$ cat config.mk
export PLATFORM = sky130hd
export DESIGN_NAME = ef_apb_master_flat
export DESIGN_NICKNAME = d
export VERILOG_FILES = /design/src/rtl/ef_apb_master_if.sv /design/src/rtl/ef_apb_master.sv /design/src/flat_wrapper.sv
export SDC_FILE = /design/constraint.sdc
export NUM_CORES = 1
export LEC_CHECK = 0
export ABC_AREA = 1
export BUFFER_PORTS_ARGS = -buffer_cell sky130_fd_sc_hd__clkbuf_2
export CAP_MARGIN = 30
export CORE_MARGIN = 3
export CORE_UTILIZATION = 50
export CTS_CLUSTER_DIAMETER = 40
export CTS_CLUSTER_SIZE = 14
export DETAILED_ROUTE_END_ITERATION = 6
export GPL_ROUTABILITY_DRIVEN = 0
export PLACE_DENSITY = 0.85
export SYNTH_ARGS = -nofsm -noshare
export SYNTH_HDL_FRONTEND = slang
export SYNTH_SLANG_ARGS = --single-unit
$ cat constraint.sdc
create_clock -name PCLK -period 3.1 [get_ports PCLK]
set_input_delay 0.155 -clock PCLK [delete_from_list [all_inputs] [get_ports PCLK]]
set_output_delay 0.155 -clock PCLK [all_outputs]
set_load 0.01 [all_outputs]
$ cat src/rtl/ef_apb_master_if.sv
// rtl/ef_apb_master_if.sv - command/response and APB requester signal bundle for ef_apb_master
interface ef_apb_master_if;
  logic        cmd_valid;
  logic        cmd_ready;
  logic        cmd_write;
  logic [31:0] cmd_addr;
  logic [31:0] cmd_wdata;
  logic        rsp_valid;
  logic [31:0] rsp_rdata;
  logic        rsp_err;
  logic [31:0] PADDR;
  logic        PWRITE;
  logic        PSEL;
  logic        PENABLE;
  logic [31:0] PWDATA;
  logic [31:0] PRDATA;
  logic        PREADY;

  modport master (
    input  cmd_valid, cmd_write, cmd_addr, cmd_wdata, PRDATA, PREADY,
    output cmd_ready, rsp_valid, rsp_rdata, rsp_err,
    output PADDR, PWRITE, PSEL, PENABLE, PWDATA
  );

  modport slave (
    output cmd_valid, cmd_write, cmd_addr, cmd_wdata, PRDATA, PREADY,
    input  cmd_ready, rsp_valid, rsp_rdata, rsp_err,
    input  PADDR, PWRITE, PSEL, PENABLE, PWDATA
  );
endinterface

$ cat src/rtl/ef_apb_master.sv
// rtl/ef_apb_master.sv - single-outstanding APB requester; EF_APB_MASTER_TIMEOUT_EN adds ACCESS timeout abort
module ef_apb_master #(
  parameter int unsigned TIMEOUT_CYCLES = 16
) (
  input  logic            PCLK,
  input  logic            PRESETn,
  ef_apb_master_if.master bus
);

  typedef enum logic [1:0] {IDLE, SETUP, ACCESS} state_t;

  state_t      state_q, state_n;
  logic        cmd_ready_q, cmd_ready_n;
  logic        psel_q, psel_n;
  logic        penable_q, penable_n;
  logic        pwrite_q, pwrite_n;
  logic [31:0] paddr_q, paddr_n;
  logic [31:0] pwdata_q, pwdata_n;
  logic        rsp_valid_q, rsp_valid_n;
  logic [31:0] rsp_rdata_q, rsp_rdata_n;
  logic        rsp_err_q, rsp_err_n;

`ifdef EF_APB_MASTER_TIMEOUT_EN
  localparam logic [7:0] TO_LAST = 8'(TIMEOUT_CYCLES - 1);
  logic [7:0] cnt_q, cnt_n;

  always_ff @(posedge PCLK or negedge PRESETn) begin
    if (!PRESETn) cnt_q <= 8'd0;
    else          cnt_q <= cnt_n;
  end
`endif

  always_ff @(posedge PCLK or negedge PRESETn) begin
    if (!PRESETn) begin
      state_q     <= IDLE;
      cmd_ready_q <= 1'b0;
      psel_q      <= 1'b0;
      penable_q   <= 1'b0;
      pwrite_q    <= 1'b0;
      paddr_q     <= 32'd0;
      pwdata_q    <= 32'd0;
      rsp_valid_q <= 1'b0;
      rsp_rdata_q <= 32'd0;
      rsp_err_q   <= 1'b0;
    end else begin
      state_q     <= state_n;
      cmd_ready_q <= cmd_ready_n;
      psel_q      <= psel_n;
      penable_q   <= penable_n;
      pwrite_q    <= pwrite_n;
      paddr_q     <= paddr_n;
      pwdata_q    <= pwdata_n;
      rsp_valid_q <= rsp_valid_n;
      rsp_rdata_q <= rsp_rdata_n;
      rsp_err_q   <= rsp_err_n;
    end
  end

  always_comb begin
    state_n     = state_q;
    psel_n      = psel_q;
    penable_n   = penable_q;
    pwrite_n    = pwrite_q;
    paddr_n     = paddr_q;
    pwdata_n    = pwdata_q;
    rsp_valid_n = 1'b0;
    rsp_rdata_n = rsp_rdata_q;
    rsp_err_n   = rsp_err_q;
`ifdef EF_APB_MASTER_TIMEOUT_EN
    cnt_n       = cnt_q;
`endif
    case (state_q)
      IDLE: begin
        // cmd_ready_q is low for the first cycle after reset release
        if (bus.cmd_valid && cmd_ready_q) begin
          state_n   = SETUP;
          psel_n    = 1'b1;
          penable_n = 1'b0;
          pwrite_n  = bus.cmd_write;
          paddr_n   = bus.cmd_addr;
          pwdata_n  = bus.cmd_write ? bus.cmd_wdata : 32'd0;
        end
      end
      SETUP: begin
        state_n   = ACCESS;
        penable_n = 1'b1;
`ifdef EF_APB_MASTER_TIMEOUT_EN
        cnt_n     = 8'd0;
`endif
      end
      ACCESS: begin
        // PREADY wins over a timeout landing on the same edge
        if (bus.PREADY) begin
          state_n     = IDLE;
          psel_n      = 1'b0;
          penable_n   = 1'b0;
          rsp_valid_n = 1'b1;
          rsp_rdata_n = pwrite_q ? 32'd0 : bus.PRDATA;
          rsp_err_n   = 1'b0;
        end
`ifdef EF_APB_MASTER_TIMEOUT_EN
        else if (cnt_q == TO_LAST) begin
          state_n     = IDLE;
          psel_n      = 1'b0;
          penable_n   = 1'b0;
          rsp_valid_n = 1'b1;
          rsp_rdata_n = 32'd0;
          rsp_err_n   = 1'b1;
          cnt_n       = 8'd0;
        end else begin
          cnt_n = cnt_q + 8'd1;
        end
`endif
      end
      default: state_n = IDLE;
    endcase
    cmd_ready_n = (state_n == IDLE);
  end

  assign bus.cmd_ready = cmd_ready_q;
  assign bus.PSEL      = psel_q;
  assign bus.PENABLE   = penable_q;
  assign bus.PWRITE    = pwrite_q;
  assign bus.PADDR     = paddr_q;
  assign bus.PWDATA    = pwdata_q;
  assign bus.rsp_valid = rsp_valid_q;
  assign bus.rsp_rdata = rsp_rdata_q;
  assign bus.rsp_err   = rsp_err_q;

endmodule

$ cat src/flat_wrapper.sv
// flat-port wrapper written by rule: the top's interface ports become plain ports
module ef_apb_master_flat 
#(
  parameter int unsigned TIMEOUT_CYCLES = 16
)
  (PCLK, PRESETn, bus_cmd_valid, bus_cmd_write, bus_cmd_addr, bus_cmd_wdata, bus_PRDATA, bus_PREADY, bus_cmd_ready, bus_rsp_valid, bus_rsp_rdata, bus_rsp_err, bus_PADDR, bus_PWRITE, bus_PSEL, bus_PENABLE, bus_PWDATA);
  ef_apb_master_if bus_i ();
  input  logic PCLK;
  input  logic PRESETn;
  input wire logic [$bits(bus_i.cmd_valid)-1:0] bus_cmd_valid;
  input wire logic [$bits(bus_i.cmd_write)-1:0] bus_cmd_write;
  input wire logic [$bits(bus_i.cmd_addr)-1:0] bus_cmd_addr;
  input wire logic [$bits(bus_i.cmd_wdata)-1:0] bus_cmd_wdata;
  input wire logic [$bits(bus_i.PRDATA)-1:0] bus_PRDATA;
  input wire logic [$bits(bus_i.PREADY)-1:0] bus_PREADY;
  output wire logic [$bits(bus_i.cmd_ready)-1:0] bus_cmd_ready;
  output wire logic [$bits(bus_i.rsp_valid)-1:0] bus_rsp_valid;
  output wire logic [$bits(bus_i.rsp_rdata)-1:0] bus_rsp_rdata;
  output wire logic [$bits(bus_i.rsp_err)-1:0] bus_rsp_err;
  output wire logic [$bits(bus_i.PADDR)-1:0] bus_PADDR;
  output wire logic [$bits(bus_i.PWRITE)-1:0] bus_PWRITE;
  output wire logic [$bits(bus_i.PSEL)-1:0] bus_PSEL;
  output wire logic [$bits(bus_i.PENABLE)-1:0] bus_PENABLE;
  output wire logic [$bits(bus_i.PWDATA)-1:0] bus_PWDATA;
  assign bus_i.cmd_valid = bus_cmd_valid;
  assign bus_i.cmd_write = bus_cmd_write;
  assign bus_i.cmd_addr = bus_cmd_addr;
  assign bus_i.cmd_wdata = bus_cmd_wdata;
  assign bus_i.PRDATA = bus_PRDATA;
  assign bus_i.PREADY = bus_PREADY;
  assign bus_cmd_ready = bus_i.cmd_ready;
  assign bus_rsp_valid = bus_i.rsp_valid;
  assign bus_rsp_rdata = bus_i.rsp_rdata;
  assign bus_rsp_err = bus_i.rsp_err;
  assign bus_PADDR = bus_i.PADDR;
  assign bus_PWRITE = bus_i.PWRITE;
  assign bus_PSEL = bus_i.PSEL;
  assign bus_PENABLE = bus_i.PENABLE;
  assign bus_PWDATA = bus_i.PWDATA;
  ef_apb_master #(.TIMEOUT_CYCLES(TIMEOUT_CYCLES)) u_core (.PCLK(PCLK), .PRESETn(PRESETn), .bus(bus_i));
endmodule
==> Word level (Yosys, flattened, before mapping) <==
Index checks and enable logic that the tools add are counted.
{ "op_classes": {"n_eq_ne": 4, "mux": 12, "reduce_logical": 9} }
{ "op_table": {"columns": ["op", "n"], "rows": [
  ["$mux W32", 2],
  ["$pmux W2 S3", 1],
  ["$reduce_and A3 Y1", 2],
  ["$mux W1", 5],
  ["$logic_not A2 Y1", 2],
  ["$mux W2", 2],
  ["$reduce_and A2 Y1", 2],
  ["$pmux W1 S3", 1],
  ["$reduce_bool A3 Y1", 1],
  ["$eq A2 B1 Y1 const B", 1],
  ["$eq A2 B2 Y1 const B", 1],
  ["$ne A2 B1 Y1 const B", 1],
  ["$ne A2 B2 Y1 const B", 1],
  ["$pmux W1 S2", 1],
  ["$reduce_bool A2 Y1", 1],
  ["$logic_and A1 B1 Y1", 1]
]} }
{ "word_totals": {"ff_bits": 103, "inputBits": 101, "out_inout_bits": 102} }

==> Longest topological paths before layout <==
Gate-level depths: netlist of run 1.
{ "depth": {"depth_word": 4, "ltp_mapped": 7, "mapped_depth_nobuf": 5} }

==> Worst setup path before layout of run 1 <==
OpenSTA, ideal clock, no wires.
{ "synth_timing": {"kind": "register to register", "from": "reg u_core.state_q[1]", "to": "reg u_core.paddr_q[10], in the netlist u_core.bus.PADDR[10]", "t_arrival_ps": 977, "required_ps": 2983, "path_slack_ps": 2007, "path_stages_with_launch": 7, "path_cell_list": "dfrtp_1 > nor2_2 > nand2_2 > buf_6 > buf_4 > nand2_1 > nand2_1"} }
{ "synth_between": {"elab_chain_len": 2} }
{ "synth_lines": {"columns": ["item", "line_no", "text"], "rows": [
  ["from (decl)", "ef_apb_master.sv:12", "state_t state_q, state_n;"],
  ["from (signal assigned)", "ef_apb_master.sv:46", "state_q <= state_n;"],
  ["$logic_not A2 Y1", "ef_apb_master.sv:72", "case (state_q)"],
  ["$reduce_and A2 Y1 (no source line)", null, null],
  ["to (signal assigned)", "ef_apb_master.sv:51", "paddr_q <= paddr_n;"],
  ["to (decl)", "ef_apb_master.sv:17", "logic [31:0] paddr_q, paddr_n;"]
]} }
No other way between the ends.
A chain may end at the register's enable or synchronous reset.

==> Worst setup path after layout of run 1 <==
{ "layout_timing": {"from": "reg u_core.pwrite_q, in the netlist u_core.bus.PWRITE", "to": "reg u_core.rsp_rdata_q[24], in the netlist u_core.bus.rsp_rdata[24]"} }
{ "layout_between": {"elab_chain_len": 1} }
{ "layout_lines": {"columns": ["item", "line_no", "text"], "rows": [
  ["from (decl)", "ef_apb_master.sv:16", "logic pwrite_q, pwrite_n;"],
  ["from (signal assigned)", "ef_apb_master.sv:50", "pwrite_q <= pwrite_n;"],
  ["$mux W32", "ef_apb_master.sv:98", "rsp_rdata_n = pwrite_q ? 32'd0 : bus.PRDATA;"],
  ["to (signal assigned)", "ef_apb_master.sv:54", "rsp_rdata_q <= rsp_rdata_n;"],
  ["to (decl)", "ef_apb_master.sv:20", "logic [31:0] rsp_rdata_q, rsp_rdata_n;"]
]} }
No other way between the ends.

==> key figures, run 1 <==
Setup path
  – CP cell instances: inv_1, nand2_1, o21ai_0
  – CP max-delay cell: inv_1
  – CP max FO: 32
  – Critical Path RT: 3.36 ns
  – Startpoint Class: flip-flop
  – Crit-path max cell delay: 0.66 ns
  – CP arrival: 1.81 ns
  – R2R Setup Slk: 1.55 ns
  – WS Path Type: flip-flop to flip-flop
  – Critical path capture point type: flip-flop

Run status
  – Status: finished clean

Pwr
  – Switch Pwr: 2.24 mW
  – PwrDens: 1010 mW/mm²
  – Seq pwr share: 42.5%
  – Leakage: 3.24 nW
  – Internal power: 3.37 mW
  – Logic gate share of total power: 40.3%
  – Worst vdd ir: 0.477 mV
  – Clk pwr share: 17.3%
  – Switching share of power: 40.0%

Clock network
  – CTS buffer count: 9
  – CTS tree: done
  – CTS clk-pin slew, worst paths: 0.10 ns
  – Post-cts repair resize count: 0
  – Clock buffer depth: 2
  – Clk Latency, worst-skew pair: 0.35 ns
  – Post-CTS Setup Bufs: 0
  – Htree depth: 3
  – Root Driver: clkbuf_8
  – CTS sink count: 103

Placement
  – Post-DP HPWL: 7840 µm
  – Placed cells: 759
  – Post-DP Area: 0.00531 mm²
  – PortBufs: 201

Routing
  – DR WL/cell: 14.1 µm
  – Vias/cell: 4.97
  – Remaining antenna violation count after routing: 0
  – Via count: 3,849
  – Iteration-0 DRC Markers: 185
  – # DRC: 0
  – TritonRoute pass-1 iters: 4
  – Post-Route WL: 11,000 µm

Timing
  – Slew Limit Fails: 0
  – Final period utilization: 49.9%
  – Final hold viol count: 0
  – Slew headroom: 40.7%
  – Slew @ Worst Pin: 0.888 ns
  – Setup-failing EPs final: 0
  – Fmax achieved: 646 MHz
  – Hold WS: 0.0322 ns
  – Max Clock Skew: 0.0120 ns
  – Minimum clock period: 1.55 ns
  – RSZ-0062 raised after global routing: no
  – Final setup TNS: 0 ns

Finish
  – Number of diodes: 0
  – Share of layout cells above drive strength 1: 33.7%
  – Non-Filler Instances: 775
  – P&R area growth vs syn: 28.9%
  – Nets: 767
  – Cell area after layout: 0.00556 mm²

Synth
  – Number of standard cells after synthesis: 482
  – Largest family of logic cells by synthesized area: simple AND/OR/NAND/NOR gates
  – Compound-Gate Fraction of Synth Area: 3.71%
  – Syn_nets: 583
  – Post-Synth XOR/XNOR Area: 0%
  – Area share of fa/ha/maj cells after synthesis: 0%
  – Count of cell types in the netlist: 17
  – Warnings, synthesis: 0
  – Seq/Total Area, Yosys: 59.8%
  – Syn avg cell area: 8.95 µm²
  – Syn Std Cell Area: 0.00431 mm²
  – Mux share of post-synthesis cell area: 0%
  – Number of synthesized register bits: 103
  – Post-Synth Simple-Gate Area: 30.6%

Floorplan
  – Core area: 0.00830 mm²
  – FP Rows: 33
  – Die extent in y: 98.9 µm
  – Initial core utilization: 52.0%
  – Die area: 0.00978 mm²
  – Die width: 98.9 µm
  – Io pins: 203

Global route
  – Initial antenna violation count: 0
  – Largest net degree at the start of global routing: 66
  – First-pass GRT wire length: 18,100 µm
  – GRT overflow: 0
  – Number of global-route vias before repair: 3,770
  – GRT Util Overall: 22.7%

Run
  – Max-cap violations: 0

Worst hold path
  – Worst Hold Class: input pin to flip-flop
-- logic make-up (layout without fill, tap and decap cells) --
family                 after synthesis  in the layout
and+or+nand+nor                    304            304
DFF                                103            103
buffers and inverters               42            230
AOI/OAI and AO/OA                   32             32
other                                1              1
-- synthesized netlist by cell type --
cell        n  area [µm²]
buf_4      12        90.1
clkbuf_1    4        15.0
inv_1       6        22.5
nand2_1   232         871
dfrtp_1   103        2580
nor2_2      1        6.26
o21ai_1    10        50.1
buf_2      15        75.1
nand3_2     1        10.0
o21ai_0    22         110
buf_6       4        45.0
nand2_2     1        6.26
buf_1       1        3.75
nand3b_1   33         248
nand3_1    35         175
conb_1      1        3.75
nor2_1      1        3.75
-- cells in the final DEF (no fill, tap or decap), drive strengths merged, types with 2 or more instances in the layout --
cell type	n
inv	7
nor2	2
nand3	36
dfrtp	103
nand2	233
bufinv	3
buf	8
nand3b	33
clkbuf	210
o21ai	32
-- registers in the layout (all words and copies together) (netlist names) --
register              cells
u_core.bus.PSEL           1
u_core.bus.PENABLE        1
u_core.bus.PWDATA        32
u_core.bus.cmd_ready      1
u_core.bus.PWRITE         1
u_core.bus.rsp_rdata     32
u_core.bus.PADDR         32
u_core.bus.rsp_valid      1
u_core.state_q            2
-- worst max-delay path, delay by kind of cell (launching register included) --
kind,cells,cell delay (ns)
buffers and inverters,1,0.66
DFF,1,0.41
AOI/OAI and AO/OA,1,0.26
and+or+nand+nor,1,0.14
-- layer usage --
layer  track usage, %  up-vias  wire length [µm]
li1                 -     1886                 -
met1             29.2     1788              4500
met2             38.8      161              5510
met3             4.25       14               790
met4             7.04        0               157
met5                0        -                 0
-- path summary, 6_finish.rpt --
| path | start | end | cells after the start |
|---|---|---|---|
| max | u_core.bus.PWRITE$_DFFE_PN0P_ | u_core.bus.rsp_rdata[24]$_DFFE_PN0P_ | 3 |
| min in group asynchronous | PRESETn | u_core.bus.PADDR[11]$_DFFE_PN0P_ | 2 |
| min | bus_cmd_addr[1] | u_core.bus.PADDR[1]$_DFFE_PN0P_ | 3 |
| max in group asynchronous | PRESETn | u_core.bus.PWDATA[18]$_DFFE_PN0P_ | 4 |
| max reg2reg | u_core.bus.PWRITE$_DFFE_PN0P_ | u_core.bus.rsp_rdata[24]$_DFFE_PN0P_ | 3 |
| min reg2reg | u_core.bus.PADDR[7]$_DFFE_PN0P_ | u_core.bus.PADDR[7]$_DFFE_PN0P_ | 2 |
-- power by group through the flow --
stage	logic, mW	clock network (mW)	registers (mW)
3_5_place_dp	2.29	0	2.39
2_1_floorplan	1.07	0	2.64
3_3_place_gp	2.19	0	2.37
4_1_cts	2.30	1.00	2.38
6_report	2.26	0.968	2.38
5_1_grt	2.53	1.05	2.45
-- area by class of cell --
class	count	area [µm²]
clock buffers	10	128
multi-input cells	337	1490
well taps	105	131
repair buffers	209	1100
fillers	674	2740
flip-flops and latches	103	2580
inverters	6	22.5
clock inverters	5	106
-- per-stage QoR --
step                      worst slack, ns  utilization, %  total power [mW]
after CTS                            1.53            67.0              5.68
after global placement               1.30            63.5              4.56
after global routing                 1.38            67.0              6.04
after floorplan                      2.01               -              3.71
final                                1.55            67.0              5.61
after detailed placement             1.52            64.0              4.68
-- repair_timing --
action	in CTS	in global routing
endpoints found under the setup margin	0	0
hold buffers	1	0
endpoints found under the hold margin	38	0
Power figures use the tool's default switching activity.
==> run 2, diff against run 1 <==
CORE_UTILIZATION = 46   (was 50)
PLACE_DENSITY = 0.79   (was 0.85)
clock period = 1.6 ns   (was 3.1 ns; I/O delays follow)
==> run 2 against run 1 <==
- count of clock-buffer cells in the layout down 1
- routed wire length up 13%
- non-clock buffer count up 65
- worst setup slack worse by 1.2 ns
- critical endpoint is now u_core.bus.PADDR[29]$_DFFE_PN0P_
- largest cell class unchanged
==> key figures, run 2 (synthesis gave the netlist of run 1 again) <==
Run status
  – Status: finished clean

Setup path
  – Reg-to-Reg Start: u_core.state_q[0]$_DFF_PN0_
  – Startpoint Class: flip-flop
  – CP delay by family, top: flip-flops
  – WS Path Type: flip-flop to flip-flop
  – Critical Path RT: 1.89 ns (-1.47 ns)
  – WP buf/inv: 1 (unchanged)
  – Cells on worst reg2reg path: 4 (+1)
  – CP Depth: 4 (+1)
  – CP arrival: 1.56 ns (-0.25 ns)
  – CP max-delay cell: dfrtp_1
  – CP cell instances: nor2_4, buf_4, nand3_1, nand2_1
  – Crit-path max cell delay: 0.43 ns (-0.23 ns)
  – R2R Setup Slk: 0.33 ns (-1.22 ns)
  – CP max FO: 41 (+28%)
  – Critical Path End: u_core.bus.PADDR[29]$_DFFE_PN0P_
  – Crit path launch: u_core.state_q[0]$_DFF_PN0_
  – R2r endpoint: u_core.bus.PADDR[29]$_DFFE_PN0P_
  – Critical path capture point type: flip-flop

Routing
  – Vias/cell: 4.95 (-0.35%)
  – # DRC: 0 (unchanged)
  – TritonRoute pass-1 iters: 4 (unchanged)
  – Via count: 4,167 (+8.3%)
  – Post-Route WL: 12,400 µm (+13%)
  – Remaining antenna violation count after routing: 0 (unchanged)
  – Iteration-0 DRC Markers: 194 (+4.9%)
  – DR WL/cell: 14.8 µm (+4.3%)

Finish
  – Share of layout cells above drive strength 1: 31.1% (-2.7 points)
  – # fillers: 648 (-3.9%)
  – Most frequent cells in the layout: 232 x nand2_1, 200 x clkbuf_2, 103 x dfrtp_1, 64 x dlygate4sd3_1, 35 x nand3_1
  – Nets: 832 (+8.5%)
  – Non-Filler Instances: 842 (+8.6%)
  – Most common cell after layout, fill and taps aside: nand2_1
  – P&R area growth vs syn: 42.9%
  – Number of diodes: 0 (unchanged)

Clock network
  – CTS sink count: 103 (unchanged)
  – Clk Latency, worst-skew pair: 0.35 ns (about the same)
  – Post-cts repair resize count: 0 (unchanged)
  – CTS buffer count: 9 (unchanged)
  – Htree depth: 3 (unchanged)
  – Clock buffer depth: 2 (unchanged)
  – # hold bufs at CTS: 64 (+63)
  – Root Driver: clkbuf_8
  – CTS tree: done
  – CTS clk-pin slew, worst paths: 0.09 ns (about the same)
  – Post-CTS Setup Bufs: 0 (unchanged)

Global route
  – Largest net degree at the start of global routing: 104 (+58%)
  – First-pass GRT wire length: 19,200 µm (+5.9%)
  – GRT Util Overall: 23.1% (+0.48 points)
  – Initial antenna violation count: 0 (unchanged)
  – Number of global-route vias before repair: 4,072 (+8.0%)
  – GRT overflow: 0 (unchanged)

Floorplan
  – Die extent in y: 103 µm (+4.0%)
  – Initial core utilization: 48.3% (-3.7 points)
  – Die area: 0.0106 mm² (+8.2%)
  – Core area: 0.00893 mm² (+7.6%)
  – FP Rows: 34 (+3.0%)
  – Io pins: 203 (unchanged)
  – Die width: 103 µm (+4.0%)

Pwr
  – Clk pwr share: 15.5% (-1.8 points)
  – PwrDens: 1770 mW/mm² (+75%)
  – Internal power: 6.47 mW (+92%)
  – Leakage: 3.50 nW (+8.1%)
  – Logic gate share of total power: 42.2% (+1.9 points)
  – Worst vdd ir: 0.846 mV (+77%)
  – Seq pwr share: 42.3% (-0.2 points)
  – Switch Pwr: 4.42 mW (+97%)
  – Switching share of power: 40.6% (+0.60 points)

Timing
  – Final hold viol count: 0 (unchanged)
  – Slew @ Worst Pin: 0.603 ns (-0.285 ns)
  – Final period utilization: 79.4% (+29 points)
  – RSZ-0062 raised after global routing: no
  – Slew Limit Fails: 0 (unchanged)
  – Worst setup margin: 0.329 ns (-1.22 ns)
  – Setup-failing EPs final: 0 (unchanged)
  – Slew headroom: 59.8% (+19 points)
  – Final setup TNS: 0 ns (unchanged)
  – Fmax achieved: 787 MHz (+22%)
  – Max Clock Skew: 0.0136 ns (+0.00167 ns)
  – Minimum clock period: 1.27 ns (-0.278 ns)

Worst hold path
  – Worst Hold Class: input pin to flip-flop

Run
  – Max-cap violations: 0 (unchanged)

Placement
  – Setup WS pre-CTS: 0.335 ns (-1.19 ns)
  – PortBufs: 201 (unchanged)
  – Post-DP HPWL: 7530 µm (-3.9%)
  – Placed cells: 764 (+0.66%)
## run 2: worst min path at each step
stage	startpoint	to	slack, ns	depth (start not counted)
2_1_floorplan	PRESETn	u_core.bus.PADDR[0]$_DFFE_PN0P_	-0.22	0
5_1_grt	bus_cmd_wdata[27]	u_core.bus.PWDATA[27]$_DFFE_PN0P_	0.007	4
3_5_place_dp	PRESETn	u_core.bus.rsp_rdata[2]$_DFFE_PN0P_	0.19	2
4_1_cts	bus_cmd_wdata[26]	u_core.bus.PWDATA[26]$_DFFE_PN0P_	0.003	4
6_report	bus_cmd_wdata[26]	u_core.bus.PWDATA[26]$_DFFE_PN0P_	0.02	4
3_3_place_gp	PRESETn	u_core.bus.rsp_rdata[6]$_DFFE_PN0P_	0.19	2
## run 2: metal layers
layer / vias to the layer above / global-route usage, % / part of all wire (%)
li1: 2017 / - / -
met1: 1911 / 27.3 / 40
met2: 207 / 39.6 / 49
met3: 32 / 6.56 / 8.6
met4: 0 / 9.86 / 2.4
met5: - / 0 / 0
## run 2: cell type report
| type | count | area, µm² | share of cell area (%) |
|---|---|---|---|
| clock buffers | 9 | 124 | 2.01 |
| clock inverters | 5 | 75.1 | 1.22 |
| inverters | 6 | 22.5 | 0.365 |
| multi-input cells | 337 | 1490 | 24.2 |
| flip-flops and latches | 103 | 2580 | 41.8 |
| well taps | 108 | 135 | 2.19 |
| repair buffers | 274 | 1740 | 28.3 |
## run 2: tightest hold or removal path, cell delays in order
cell and delay, ns:
clkbuf_2 0.08, nand2_1 0.05, nand3b_1 0.09, nand2_1 0.04
## run 2: through the flow
step	util, %	instance area (µm²)	power (mW)	hold slack [ns]
finish	69.0	6160	10.9	0.0220
detailed placement	59.6	5330	9.08	0.193
floorplan	-	4310	7.18	-0.216
global placement	59.6	5330	8.91	0.186
global route	69.0	6160	11.7	0.00674
CTS	69.0	6160	10.9	0.00277
## run 2: power by group through the flow
| stage | combinational (mW) | sequential [mW] | clock (mW) |
|---|---|---|---|
| after floorplan | 2.07 | 5.11 | 0 |
| after global placement | 4.33 | 4.58 | 0 |
| after detailed placement | 4.47 | 4.60 | 0 |
| after CTS | 4.59 | 4.58 | 1.75 |
| after global routing | 5.12 | 4.76 | 1.84 |
| final | 4.60 | 4.61 | 1.69 |
